$ cat src/rtl/ram2_arbiter.sv
// ram2_arbiter: round-robin two-port arbiter/sequencer in front of a single-port RAM.
// Two requesters issue read/write transactions with a req/ack handshake; the block
// drives the RAM address, data-in and write strobe and returns read data per port.
// Optional feature macro: RAM2_ARB_INIT_CLEAR_EN (after reset, zero-fill the RAM
// through a CLEAR state before accepting requests).
module ram2_arbiter #(
  parameter int ADDR_W = 4,
  parameter int DATA_W = 4,
  parameter int RD_LAT = 1
) (
  input  logic              clk,
  input  logic              rst,
  input  logic              req0,
  input  logic              we0,
  input  logic [ADDR_W-1:0] addr0,
  input  logic [DATA_W-1:0] wdata0,
  output logic              ack0,
  output logic [DATA_W-1:0] rdata0,
  input  logic              req1,
  input  logic              we1,
  input  logic [ADDR_W-1:0] addr1,
  input  logic [DATA_W-1:0] wdata1,
  output logic              ack1,
  output logic [DATA_W-1:0] rdata1,
  output logic [ADDR_W-1:0] ram_addr,
  output logic [DATA_W-1:0] ram_din,
  output logic              ram_wr,
  input  logic [DATA_W-1:0] ram_dout,
  output logic              busy
);

  // Wait counter is 2 bits wide: RD_LAT is limited to 1..3.
  localparam logic [1:0] RD_LAT_C = 2'(RD_LAT);

`ifdef RAM2_ARB_INIT_CLEAR_EN
  typedef enum logic [2:0] {
    S_IDLE   = 3'd0,
    S_ACCESS = 3'd1,
    S_WAIT   = 3'd2,
    S_RESP   = 3'd3,
    S_CLEAR  = 3'd4
  } state_e;
`else
  typedef enum logic [1:0] {
    S_IDLE   = 2'd0,
    S_ACCESS = 2'd1,
    S_WAIT   = 2'd2,
    S_RESP   = 2'd3
  } state_e;
`endif

  state_e              state_q, state_d;
  logic                last_gnt_q, last_gnt_d;
  logic                gnt_q, gnt_d;
  logic                we_q, we_d;
  logic [1:0]          cnt_q, cnt_d;
  logic [ADDR_W-1:0]   ram_addr_q, ram_addr_d;
  logic [DATA_W-1:0]   ram_din_q, ram_din_d;
  logic                ram_wr_q, ram_wr_d;
  logic                ack0_q, ack0_d;
  logic                ack1_q, ack1_d;
  logic [DATA_W-1:0]   rdata0_q, rdata0_d;
  logic [DATA_W-1:0]   rdata1_q, rdata1_d;
  logic                busy_q, busy_d;
  logic                sel1_s;

  // State and registered-output update with synchronous reset.
  always_ff @(posedge clk) begin
    if (rst) begin
`ifdef RAM2_ARB_INIT_CLEAR_EN
      state_q  <= S_CLEAR;
      ram_wr_q <= 1'b1;
      busy_q   <= 1'b1;
`else
      state_q  <= S_IDLE;
      ram_wr_q <= 1'b0;
      busy_q   <= 1'b0;
`endif
      last_gnt_q <= 1'b1;
      gnt_q      <= 1'b0;
      we_q       <= 1'b0;
      cnt_q      <= 2'd0;
      ram_addr_q <= {ADDR_W{1'b0}};
      ram_din_q  <= {DATA_W{1'b0}};
      ack0_q     <= 1'b0;
      ack1_q     <= 1'b0;
      rdata0_q   <= {DATA_W{1'b0}};
      rdata1_q   <= {DATA_W{1'b0}};
    end else begin
      state_q    <= state_d;
      ram_wr_q   <= ram_wr_d;
      busy_q     <= busy_d;
      last_gnt_q <= last_gnt_d;
      gnt_q      <= gnt_d;
      we_q       <= we_d;
      cnt_q      <= cnt_d;
      ram_addr_q <= ram_addr_d;
      ram_din_q  <= ram_din_d;
      ack0_q     <= ack0_d;
      ack1_q     <= ack1_d;
      rdata0_q   <= rdata0_d;
      rdata1_q   <= rdata1_d;
    end
  end

  // Next-state and next-output logic; RAM-side values are computed one cycle
  // ahead so that they appear registered in the cycle they apply to.
  always_comb begin
    state_d    = state_q;
    last_gnt_d = last_gnt_q;
    gnt_d      = gnt_q;
    we_d       = we_q;
    cnt_d      = cnt_q;
    ram_addr_d = ram_addr_q;
    ram_din_d  = ram_din_q;
    ram_wr_d   = 1'b0;
    ack0_d     = 1'b0;
    ack1_d     = 1'b0;
    rdata0_d   = rdata0_q;
    rdata1_d   = rdata1_q;
    sel1_s     = 1'b0;
    case (state_q)
      S_IDLE: begin
        if (req0 || req1) begin
          // On a tie the port opposite the previous grant wins.
          if (req0 && req1) begin
            sel1_s = ~last_gnt_q;
          end else begin
            sel1_s = req1;
          end
          gnt_d      = sel1_s;
          last_gnt_d = sel1_s;
          we_d       = sel1_s ? we1 : we0;
          ram_addr_d = sel1_s ? addr1 : addr0;
          ram_din_d  = sel1_s ? wdata1 : wdata0;
          ram_wr_d   = sel1_s ? we1 : we0;
          state_d    = S_ACCESS;
        end else begin
          state_d = S_IDLE;
        end
      end
      S_ACCESS: begin
        if (we_q) begin
          // Write commits at the edge ending ACCESS; acknowledge next cycle.
          ack0_d  = ~gnt_q;
          ack1_d  = gnt_q;
          state_d = S_RESP;
        end else begin
          cnt_d   = RD_LAT_C;
          state_d = S_WAIT;
        end
      end
      S_WAIT: begin
        cnt_d = cnt_q - 2'd1;
        if (cnt_q == 2'd1) begin
          if (gnt_q) begin
            rdata1_d = ram_dout;
          end else begin
            rdata0_d = ram_dout;
          end
          ack0_d  = ~gnt_q;
          ack1_d  = gnt_q;
          state_d = S_RESP;
        end else begin
          state_d = S_WAIT;
        end
      end
      S_RESP: begin
        state_d = S_IDLE;
      end
`ifdef RAM2_ARB_INIT_CLEAR_EN
      S_CLEAR: begin
        ram_din_d = {DATA_W{1'b0}};
        if (ram_addr_q == {ADDR_W{1'b1}}) begin
          ram_wr_d = 1'b0;
          state_d  = S_IDLE;
        end else begin
          ram_wr_d   = 1'b1;
          ram_addr_d = ram_addr_q + {{(ADDR_W-1){1'b0}}, 1'b1};
          state_d    = S_CLEAR;
        end
      end
`endif
      default: begin
        state_d = S_IDLE;
      end
    endcase
    busy_d = (state_d != S_IDLE);
  end

  assign ack0     = ack0_q;
  assign ack1     = ack1_q;
  assign rdata0   = rdata0_q;
  assign rdata1   = rdata1_q;
  assign ram_addr = ram_addr_q;
  assign ram_din  = ram_din_q;
  assign ram_wr   = ram_wr_q;
  assign busy     = busy_q;

endmodule

$ cat config.mk
export PLATFORM = sky130hd
export DESIGN_NAME = ram2_arbiter
export DESIGN_NICKNAME = d
export VERILOG_FILES = /design/src/rtl/ram2_arbiter.sv
export SDC_FILE = /design/constraint.sdc
export NUM_CORES = 1
export LEC_CHECK = 0
export CAP_MARGIN = 20
export CORE_ASPECT_RATIO = 1.1
export CORE_MARGIN = 4
export CORE_UTILIZATION = 47
export CTS_BUF_LIST = sky130_fd_sc_hd__clkbuf_8
export CTS_CLUSTER_SIZE = 20
export DETAILED_ROUTE_END_ITERATION = 10
export PLACE_DENSITY_LB_ADDON = 0.1
export SETUP_SLACK_MARGIN = 0.5
export SYNTH_ARGS = -nofsm -noshare
export SYNTH_HDL_FRONTEND = slang
export SYNTH_SLANG_ARGS = --single-unit
$ cat constraint.sdc
create_clock -name clk -period 2.11 [get_ports clk]
set_input_delay 0.5275 -clock clk [delete_from_list [all_inputs] [get_ports clk]]
set_output_delay 0.5275 -clock clk [all_outputs]
set_load 0.03 [all_outputs]
Yosys cells after proc, flatten, opt, wreduce, memory -nomap -nowiden:

Cells that the tools add are included.

* register bits: 27
* output and inout port bits: 20

* reduce and logical (&&, ||, !) cells: 10
* equal/unequal tests: 5
* multiplexer cells: 18
* add/sub/neg operators: 1
* bitwise logic cells: 4

Operator list (number)
* $mux 1: 11
* $mux 4: 2
* $pmux 2 s4: 1
* $reduce_and 3->1: 2
* $eq 2x1->1 const B: 2
* $eq 2x2->1 const B: 2
* $not 1->1: 4
* $pmux 1 s2: 2
* $pmux 2 s2: 1
* $reduce_and 2->1: 2
* $reduce_bool 2->1: 2
* $reduce_or 3->1: 1
* $logic_not 2->1: 1
* $mux 2: 1
* $ne 2x2->1 const B: 1
* $sub 2x1->2 const B: 1
* $logic_and 1x1->1: 1
* $logic_or 1x1->1: 1

Depth between registers and ports, before layout:

* depth in word-level cells: 5
* mapped depth: 6
* mapped depth without buffers: 5

Worst setup path before layout:

OpenSTA, ideal clock, no wires.

* path kind: input port to flip-flop
* start: input req0
* end: register we_q
* slack: 0.719 ns
* cell stages on the path: 5
* library setup time: 0.086 ns
* required time: 2.024 ns
* arrival time: 1.306 ns
* path buffers: 2
* path through: buf_4 a21bo_1 buf_6 mux2i_1 a211oi_1

* longest elaborated chain between the ends: 5
* elaborated cells between the ends (all ways): 7
* those cells by class: mux: 4; reduce/logical: 3

RTL lines
* from (decl): line 13 `input logic req0,`
* $logic_and 1x1->1: line 126 `if (req0 && req1) begin`
* $mux 1: line 126
* $mux 1: line 124 `if (req0 || req1) begin`
* $mux 1: line 122 `case (state_q)`
* $mux 1: line 133 `we_d = sel1_s ? we1 : we0;`
* to (signal assigned): line 95 `we_q <= we_d;`
* to (decl): line 55 `logic we_q, we_d;`

Parallel ways exist; a longest one is shown, timed or not. The select of a mux whose other input is x is not followed.
A chain may end at the register's enable or synchronous reset.

Worst setup path after layout:

* start: register ram_din_q[2] (netlist: ram_din[2])
* end: output ram_din[2]

RTL lines
* from (decl): line 58 `logic [DATA_W-1:0] ram_din_q, ram_din_d;`
* from (signal assigned): line 84 `ram_din_q <= {DATA_W{1'b0}};`
* from (signal assigned): line 98 `ram_din_q <= ram_din_d;`
* to (decl): line 26 `output logic [DATA_W-1:0] ram_din,`

No word-level cell between the ends.

==> run_results.csv <==
group,metric,value,unit
status,status,"finished, final reports clean",
critical_path,path_buf_inv,1,
final_layout,utilization,72.6,%
global_route,grt_pass1_wl,4160,um
critical_path,slowest_stage,"dlygate4sd2_1",
route,vias_per_cell,5.15,
yosys,yosys.area.top_type_share,47.4,%
placed_design,port_buffers,45,
yosys,synth_area_leaders,"dfxtp_1 (47%), mux2i_1 (8.8%), a211oi_1 (6.6%), ha_1 (6.6%), nor2_1 (6.3%)",
yosys,synth_cells,120,
timing,hold_viol_final,0,
floorplanning,die_w,55.0,um
route,vias,1015,
yosys,yosys_warnings,0,
yosys,synth_edf_count,0,
clock_network,cts.sinks,27,
floorplanning,dieHeight,59.7,um
route,drt_wl_total,2650,um
power_and_ir_drop,combPwrFrac,41.9,%
critical_path,crit_path_end_kind,"primary output",
final_layout,area_delta_synth_final,44.6,%
global_route,grt_start_max_net_pins,15,
route,wl_met1,1060,um
placed_design,dp_hpwl,2030,um
clock_network,cts_resized,25,
power_and_ir_drop,clkPwrFrac,17.2,%
timing,min_period,1.56,ns
yosys,synth_compound_area_share,18.7,%
yosys,synth-simple-area-share,14.5,%
yosys,synth_xor_area_share,0,%
clock_network,clk_transition_reported_paths,0.09,ns
critical_path,crit_family,"buffers and inverters",
flow_run,max-cap-violations,0,
critical_path,critPathMaxFanout,2,
yosys,synth_common_cells,"dfxtp_1 (27), nor2_1 (19), a21oi_1 (11)",
route,drtIter0Drc,9,
final_layout,diodes,0,
clock_network,cts_buffer_depth,2,
power_and_ir_drop,p_per_area,1010,mW/mm^2
route,highest_layer,"met4",
global_route,grtUsageTotal,17.5,%
clock_network,postCtsSetupBuffers,0,
route,wl_per_cell,13.5,um
power_and_ir_drop,max-vdd-ir-drop,0.732,mV
yosys,yosysMostFrequentCell,"dfxtp_1",
yosys,async_flop_share,0,%
timing,slew_viol_final,0,
placed_design,gp_congestion,0.749,
yosys,synth_ff_type,"dfxtp_1",
clock_network,clkLatencyLatePin,0.27,ns
critical_path,max_stage_delay,0.41,ns
floorplanning,placementRows,18,
yosys,synthMuxAreaShare,8.77,%
critical_path,cp.arrival,1.04,ns
timing,fmax,640,MHz
timing,setup_viol,0,
timing,fin_setup_tns,0,ns
final_layout,fillCellCount,177,
timing,period_share,74.1,%
critical_path,worstSetupPathType,"flop to primary output",
floorplanning,core,0.00227,mm^2
route,remaining_drc_errors,0,
power_and_ir_drop,switchingPower,0.641,mW
route,met2_length,1360,um
route,antenna_left,0,
critical_path,worst-endpoint-required,1.58,ns
yosys,synth-seq-area-share,47.4,%
final_layout,nNetsFinal,200,
floorplanning,start_util,50.2,%
power_and_ir_drop,seqPwrFrac,41.0,%
yosys,netlist_area,0.00114,mm^2
global_route,antenna_found_initial,0,
yosys,synthAdderAreaFrac,6.58,%
yosys,syn_area_per_cell,9.51,um^2
timing,tightest_slew,0.412,ns
yosys,synth_top_family_by_area,"compound AO/OA/AOI/OAI gates",
yosys,syn_nets,152,
timing,slew-limit-headroom,72.4,%
yosys,ys_ff_latch,27,
timing,fin_skew,0.00116,ns
yosys,yosysTopAreaCell,"dfxtp_1",
floorplanning,pin_count,46,
power_and_ir_drop,p_int,1.03,mW
power_and_ir_drop,leakage,0.794,nW
timing,rsz0062_at_grt,"false",
clock_network,cts_root_buf,"clkbuf_8",
route,met3_length,180,um
clock_network,hold_buffers,0,
clock_network,numCtsBuffers,3,
floorplanning,die_area,0.00328,mm^2
yosys,yosysUniqueCellTypes,27,
critical_path,cp_cell_sequence,"dlygate4sd2_1",
power_and_ir_drop,p_sw_share,38.4,%
global_route,grt_pass1_vias,997,
min_path,hp-class,"flop to flop",
global_route,overflow,0,
clock_network,cts_tree,"done",
critical_path,start_kind,"flop",
clock_network,htreeDepth,1,
route,drt_pass1_iterations,4,
final_layout,drive_above_1_share,7.19,%
-- through the flow --
step	cell area [um^2]	setup WS, ns	cells	hold slack, ns	total power [mW]
after detailed placement	1610	0.157	192	0.486	1.43
after CTS	1650	0.538	197	0.503	1.69
final	1650	0.546	197	0.498	1.67
after global routing	1650	0.504	197	0.518	1.78
after global placement	1610	0.223	192	0.469	1.40
after floorplan	1140	0.719	120	0.449	1.17
-- power by group through the flow --
stage / logic (mW) / registers [mW] / clock network, mW
global route: 0.770 / 0.697 / 0.315
global placement: 0.711 / 0.691 / 0
floorplan: 0.354 / 0.816 / 0
CTS: 0.705 / 0.684 / 0.298
finish: 0.699 / 0.684 / 0.287
detailed placement: 0.734 / 0.693 / 0
-- kinds of logic after synthesis --
family / Yosys count
simple gates: 38
compound gates: 30
flops: 27
mux: 10
buf+inv: 9
fa+ha+maj: 6
-- per-layer routing --
layer  track usage, %  vias up
met5                0        -
met1             19.1      464
met4             9.03        0
met3             3.49        4
li1                 -      511
met2             30.9       36
-- layout make-up --
type | count | area (um^2) | area share, %
inverters | 4 | 15.0 | 0.910
clock buffers | 3 | 41.3 | 2.50
flip-flops and latches | 27 | 541 | 32.8
well taps | 30 | 37.5 | 2.27
repair buffers | 47 | 438 | 26.5
multi-input cells | 85 | 574 | 34.8
clock inverters | 1 | 3.75 | 0.227
-- path summary, 6_finish.rpt --
path	start	endpoint	slack (ns)	cells after the start
max	ram_din[2]	ram_din[2]	0.55	1
max reg2reg	state_q[0]	ram_din[0]	0.64	5
min	rdata0[1]	rdata0[1]	0.50	2
min reg2reg	rdata0[1]	rdata0[1]	0.50	2
-- layout by cell type (no fill, tap or decap) --
master	n
nand2b_1	2
a21o_1	1
a21bo_2	1
clkdlybuf4s50_1	23
a211oi_1	10
a221oi_1	1
ha_1	6
nor3_1	2
or2_2	2
nor3b_1	1
clkbuf_8	3
mux2i_1	10
nand2_1	9
a21boi_4	1
inv_1	5
a21boi_2	1
nand3_1	2
o21ai_4	1
a22oi_1	1
dlygate4sd2_1	22
a21oi_1	11
dfxtp_1	27
a311oi_1	1
o21a_2	1
a31oi_1	1
nor2_1	19
buf_4	2
nand3b_1	1
-- registers in the layout (all words and copies together), names as in the netlist --
signal,flops
ack0,1
cnt_q,2
we_q,1
gnt_q,1
last_gnt_q,1
state_q,2
ack1,1
ram_addr,4
ram_wr,1
rdata1,4
rdata0,4
ram_din,4
busy,1
Note: power is estimated with default switching activity, not from simulation.
==> RTL edit 1: new RTL, same settings <==
The option `RAM2_ARB_INIT_CLEAR_EN` is turned on by a define.
--- a/src/rtl/ram2_arbiter.sv
+++ b/src/rtl/ram2_arbiter.sv
@@ -5,2 +5,4 @@
 // through a CLEAR state before accepting requests).
+`define RAM2_ARB_INIT_CLEAR_EN
+
 module ram2_arbiter #(
Function: changed (Yosys sat finds a counterexample within 4 cycles, from zero or initial values and one cycle with rst high).
==> RTL edit 1 against the unedited design <==
Worst setup slack improved by 0.012 ns; wire length up 14%; clock skew rose by 0.0069 ns; fmax grew 0.80%; design area up 14%; area after synthesis increased by 18%; largest cell class unchanged; global-route usage shrank 0.35 points; sequential cell count increased by 1; sequential share of layout area down 2.8 points; highest routed layer unchanged; critical endpoint is now rdata1[2]; critical path depth unchanged.
Power is not compared: it rests on default switching activity, and its combinational part moved more than twofold at a synthesized area within 25%.
==> RTL edit 1: results (changes against the unedited design) <==
| Metric | Value |
|---|---|
| Iteration-0 DRC Markers | `47 (+38)` |
| Post-synth top cells | `dfxtp_1, nor2_1, mux2i_1` |
| Share of cells above drive strength 1 | `0.1892 (+0.1173)` |
| Final RePlAce weighted congestion | `0.7991 (+6.7%)` |
| Final Hold Slack | `0.4915 ns (-0.006417 ns)` |
| Post-DP HPWL | `2249 um (+11%)` |
| Largest net degree at the start of global routing | `17 (+2)` |
| Hold path start | `we_q$_SDFFE_PP0P_` |
| Worst Hold Path EP | `we_q$_SDFFE_PP0P_` |
| Yosys cell types | `40 (+48%)` |
| Final #Nets | `214 (+7.0%)` |
| FF-to-FF Start | `state_q[2]$_SDFF_PP1_` |
| Met3 usage | `0.04242 (+0.007512)` |
| Critical Path AT | `1.02 ns (-0.02 ns)` |
| Vias in the first global route | `1192 (+20%)` |
| WL final | `3015 um (+14%)` |
| Post-synthesis mux area share | `0.1628 (+0.07507)` |
| Outcome | `finished, final reports clean` |
| First-pass GRT wire length | `5181 um (+25%)` |
| Met1 usage | `0.2102 (+0.01891)` |
| Detail Route met3 WL | `206 um (+14%)` |
| Mapped Nets | `165 (+8.6%)` |
| Clock Skew | `0.008012 ns (+0.006853 ns)` |
| Met2 WL post-DR | `1552 um (+14%)` |
| Vias per cell | `5.422 (+5.2%)` |
| GRT Overall Usage | `0.1714 (-0.003542)` |
| Compound-cell area share of the yosys netlist | `0.1209 (-0.06657)` |
| Reg2Reg Capture Point | `ram_addr[2]$_SDFFE_PP0P_` |
| Area post-placement | `1805 sq um (+12%)` |
| Synth Area in Adders | `0.01860 (-0.04718)` |
| Top cells by area, synth | `dfxtp_1, mux2i_1, mux2_2` |
| Metal-1 WL | `1245 um (+17%)` |
| R2R depth | `4 (-1)` |
| M2 GR Usage | `0.2942 (-0.01492)` |
| Register area share after synthesis | `0.4167 (-0.05694)` |
| Cells after Synth | `137 (+14%)` |
RTL edit 1: cell count changes in the layout (fill, tap and decap cells not counted), moves of 4 or more:
cell	change
mux2_2	+6
buf_4	+6
dlygate4sd2_1	-5
a21oi_1	-5
mux2i_1	+4
a211oi_1	-8
nor3_1	+4
ha_1	-4
RTL edit 1: area by class of cell:
type | instances | area, sq um
well taps | 33 | 41.29
clock buffers | 3 | 41.29
flip-flops and latches | 28 | 564.3
inverters | 2 | 7.507
fillers | 246 | 869.6
repair buffers | 54 | 486.7
multi-input cells | 97 | 711.9
clock inverters | 1 | 30.03
RTL edit 1: how the worst max path moves through the flow:
stage	from	endpoint	slack (ns)	depth (start not counted)
finish	rdata1[2]$_SDFFE_PP0P_	rdata1[2]	0.56	1
global route	ram_addr[2]$_SDFFE_PP0P_	ram_addr[2]	0.50	1
CTS	ram_addr[0]$_SDFFE_PP0P_	ram_addr[0]	0.46	1
detailed placement	req1	ram_addr[3]$_SDFFE_PP0P_	0.03	6
global placement	req1	ram_addr[3]$_SDFFE_PP0P_	0.08	6
floorplan	req1	ram_addr[3]$_SDFFE_PP0P_	0.57	5
RTL edit 1: timing repair:
item / CTS / global route
setup endpoints to repair: 33 / 10
setup buffers: 1 / 0
hold buffers: 0 / 0
gates resized for setup: 34 / 8
pin swaps: 2 / 0
RTL edit 1: report_power, final:
| part | internal, mW | total (mW) | leakage [nW] | switching, mW |
|---|---|---|---|---|
| combinational | 0.0742 | 0.121 | 0.533 | 0.0472 |
| clock | 0.254 | 0.415 | 0.0357 | 0.161 |
| sequential | 0.533 | 0.540 | 0.227 | 0.00690 |
==> RTL edit 2: new RTL, config.mk and constraints unchanged <==
Without the edit above. Make the reset (`rst`) asynchronous in one clocked block. Comments in the files are not updated.
--- a/src/rtl/ram2_arbiter.sv
+++ b/src/rtl/ram2_arbiter.sv
@@ -67,3 +67,3 @@
   // State and registered-output update with synchronous reset.
-  always_ff @(posedge clk) begin
+  always_ff @(posedge clk or posedge rst) begin
     if (rst) begin
Formal check against the unedited RTL: differs if rst is asserted again (counterexample within 4 cycles, from zero or initial values and one cycle with rst high); with rst held inactive, the same outputs for 10 cycles.
==> RTL edit 2 against the unedited design <==
Sequential cell count is the same; area after synthesis up 2.9%; critical path depth is the same; clock skew is 0.0070 ns higher; wire length rose by 3.1%; design area increased by 4.4%; count of clock-buffer cells in the layout unchanged; combinational power is 97% higher; worst setup slack worse by 0.0099 ns; first-iteration DRC count shrank 56%; total power up 56%; via count fell by 3.5%; critical path type unchanged; critical endpoint is now ram_din[1]; largest cell class is now flip-flops and latches.
==> RTL edit 2: results (changes against the unedited design) <==
| Metric | Value |
|---|---|
| Setup Total Neg Slack | `0 ns (unchanged)` |
| Worst Setup EP | `ram_din[1]` |
| FF-to-FF Start | `state_q[0]$_DFF_PP0_` |
| Iteration-0 DRC Markers | `4 (-5)` |
| Vias in the first global route | `1051 (+5.4%)` |
| Share of cells above drive strength 1 | `0.1429 (+0.07100)` |
| R2R depth | `6 (+1)` |
| Worst hold path cell count | `1 (-1)` |
| P_sw | `1.138 mW (+78%)` |
| Max VDD drop | `0.9453 mV (+29%)` |
| Register area share after synthesis | `0.5768 (+0.1031)` |
| Area post-placement | `1673 sq um (+3.7%)` |
| Vias per cell | `5.321 (+3.3%)` |
| Final #Nets | `186 (-7.0%)` |
| Synth async-reset ratio | `1.000 (+1.000)` |
| First-pass GRT wire length | `4781 um (+15%)` |
| Top cells by area, synth | `dfrtp_1, mux2_2, a21oi_1` |
| Outcome | `finished, final reports clean` |
| Worst slew pin tran | `0.3282 ns (-0.08397 ns)` |
| Reg2Reg Capture Point | `ram_addr[3]$_DFFE_PP0P_` |
| Mapped Nets | `136 (-11%)` |
| Hold path start | `gnt_q$_DFFE_PP0P_` |
| Final RePlAce weighted congestion | `0.7463 (-0.32%)` |
| Post-DP HPWL | `2120 um (+4.5%)` |
| Post-synth top cells | `dfrtp_1, a21oi_1, nor2_1` |
| WL final | `2735 um (+3.1%)` |
| Leakage | `0.7862 nW (-0.97%)` |
| Worst Hold Path EP | `ack0$_DFF_PP0_` |
| Largest net degree at the start of global routing | `28 (+13)` |
| Post-CTS sizing | `21 (-16%)` |
| Top delay family on crit path | `flip-flops` |
| Critical Path Slowest Stage Cell | `dfrtp_1` |
| Clock Skew | `0.008187 ns (+0.007028 ns)` |
| CP max stage delay | `0.39 ns (-0.02 ns)` |
| Post-synth top flop | `dfrtp_1` |
-- RTL edit 2: metal layers --
| metal | track usage | wire length, um |
|---|---|---|
| met1 | 0.2102 | 1046 |
| met2 | 0.3378 | 1427 |
| met3 | 0.04894 | 189 |
| met4 | 0.07639 | 72 |
| met5 | 0 | 0 |
-- RTL edit 2: layout make-up --
cell class              count  area [sq um]
clock buffers               3         41.29
clock inverters             1         7.507
fillers                   171         596.8
inverters                   5         18.77
multi-input cells          71         476.7
flip-flops and latches     27         676.9
well taps                  30         37.54
repair buffers             47         464.2
-- RTL edit 2: cells by family after synthesis --
| logic type | Yosys count | share of synthesized area |
|---|---|---|
| compound gates | 30 | 0.1578 |
| flops | 27 | 0.5768 |
| simple gates | 26 | 0.08742 |
| mux | 10 | 0.09489 |
| buf+inv | 7 | 0.02985 |
| fa+ha+maj | 5 | 0.05330 |
-- RTL edit 2: stage by stage --
| stage | hold WS (ns) | instances | power [mW] | setup slack (ns) |
|---|---|---|---|---|
| 6_report | 0.4828 | 184 | 2.604 | 0.5364 |
| 5_1_grt | 0.5262 | 184 | 2.791 | 0.4995 |
| 4_1_cts | 0.4808 | 184 | 2.594 | 0.5143 |
| 3_5_place_dp | 0.4580 | 180 | 2.438 | 0.1856 |
| 3_3_place_gp | 0.4310 | 180 | 2.368 | 0.2337 |
| 2_1_floorplan | 0.4232 | 105 | 1.847 | 0.8505 |
-- RTL edit 2: power groups by stage --
stage / Sequential (mW) / Combinational, mW / Clock [mW]
finish: 0.926 / 1.38 / 0.295
global route: 0.964 / 1.50 / 0.323
CTS: 0.917 / 1.38 / 0.300
detailed placement: 0.932 / 1.51 / 0
global placement: 0.919 / 1.45 / 0
floorplan: 1.28 / 0.565 / 0
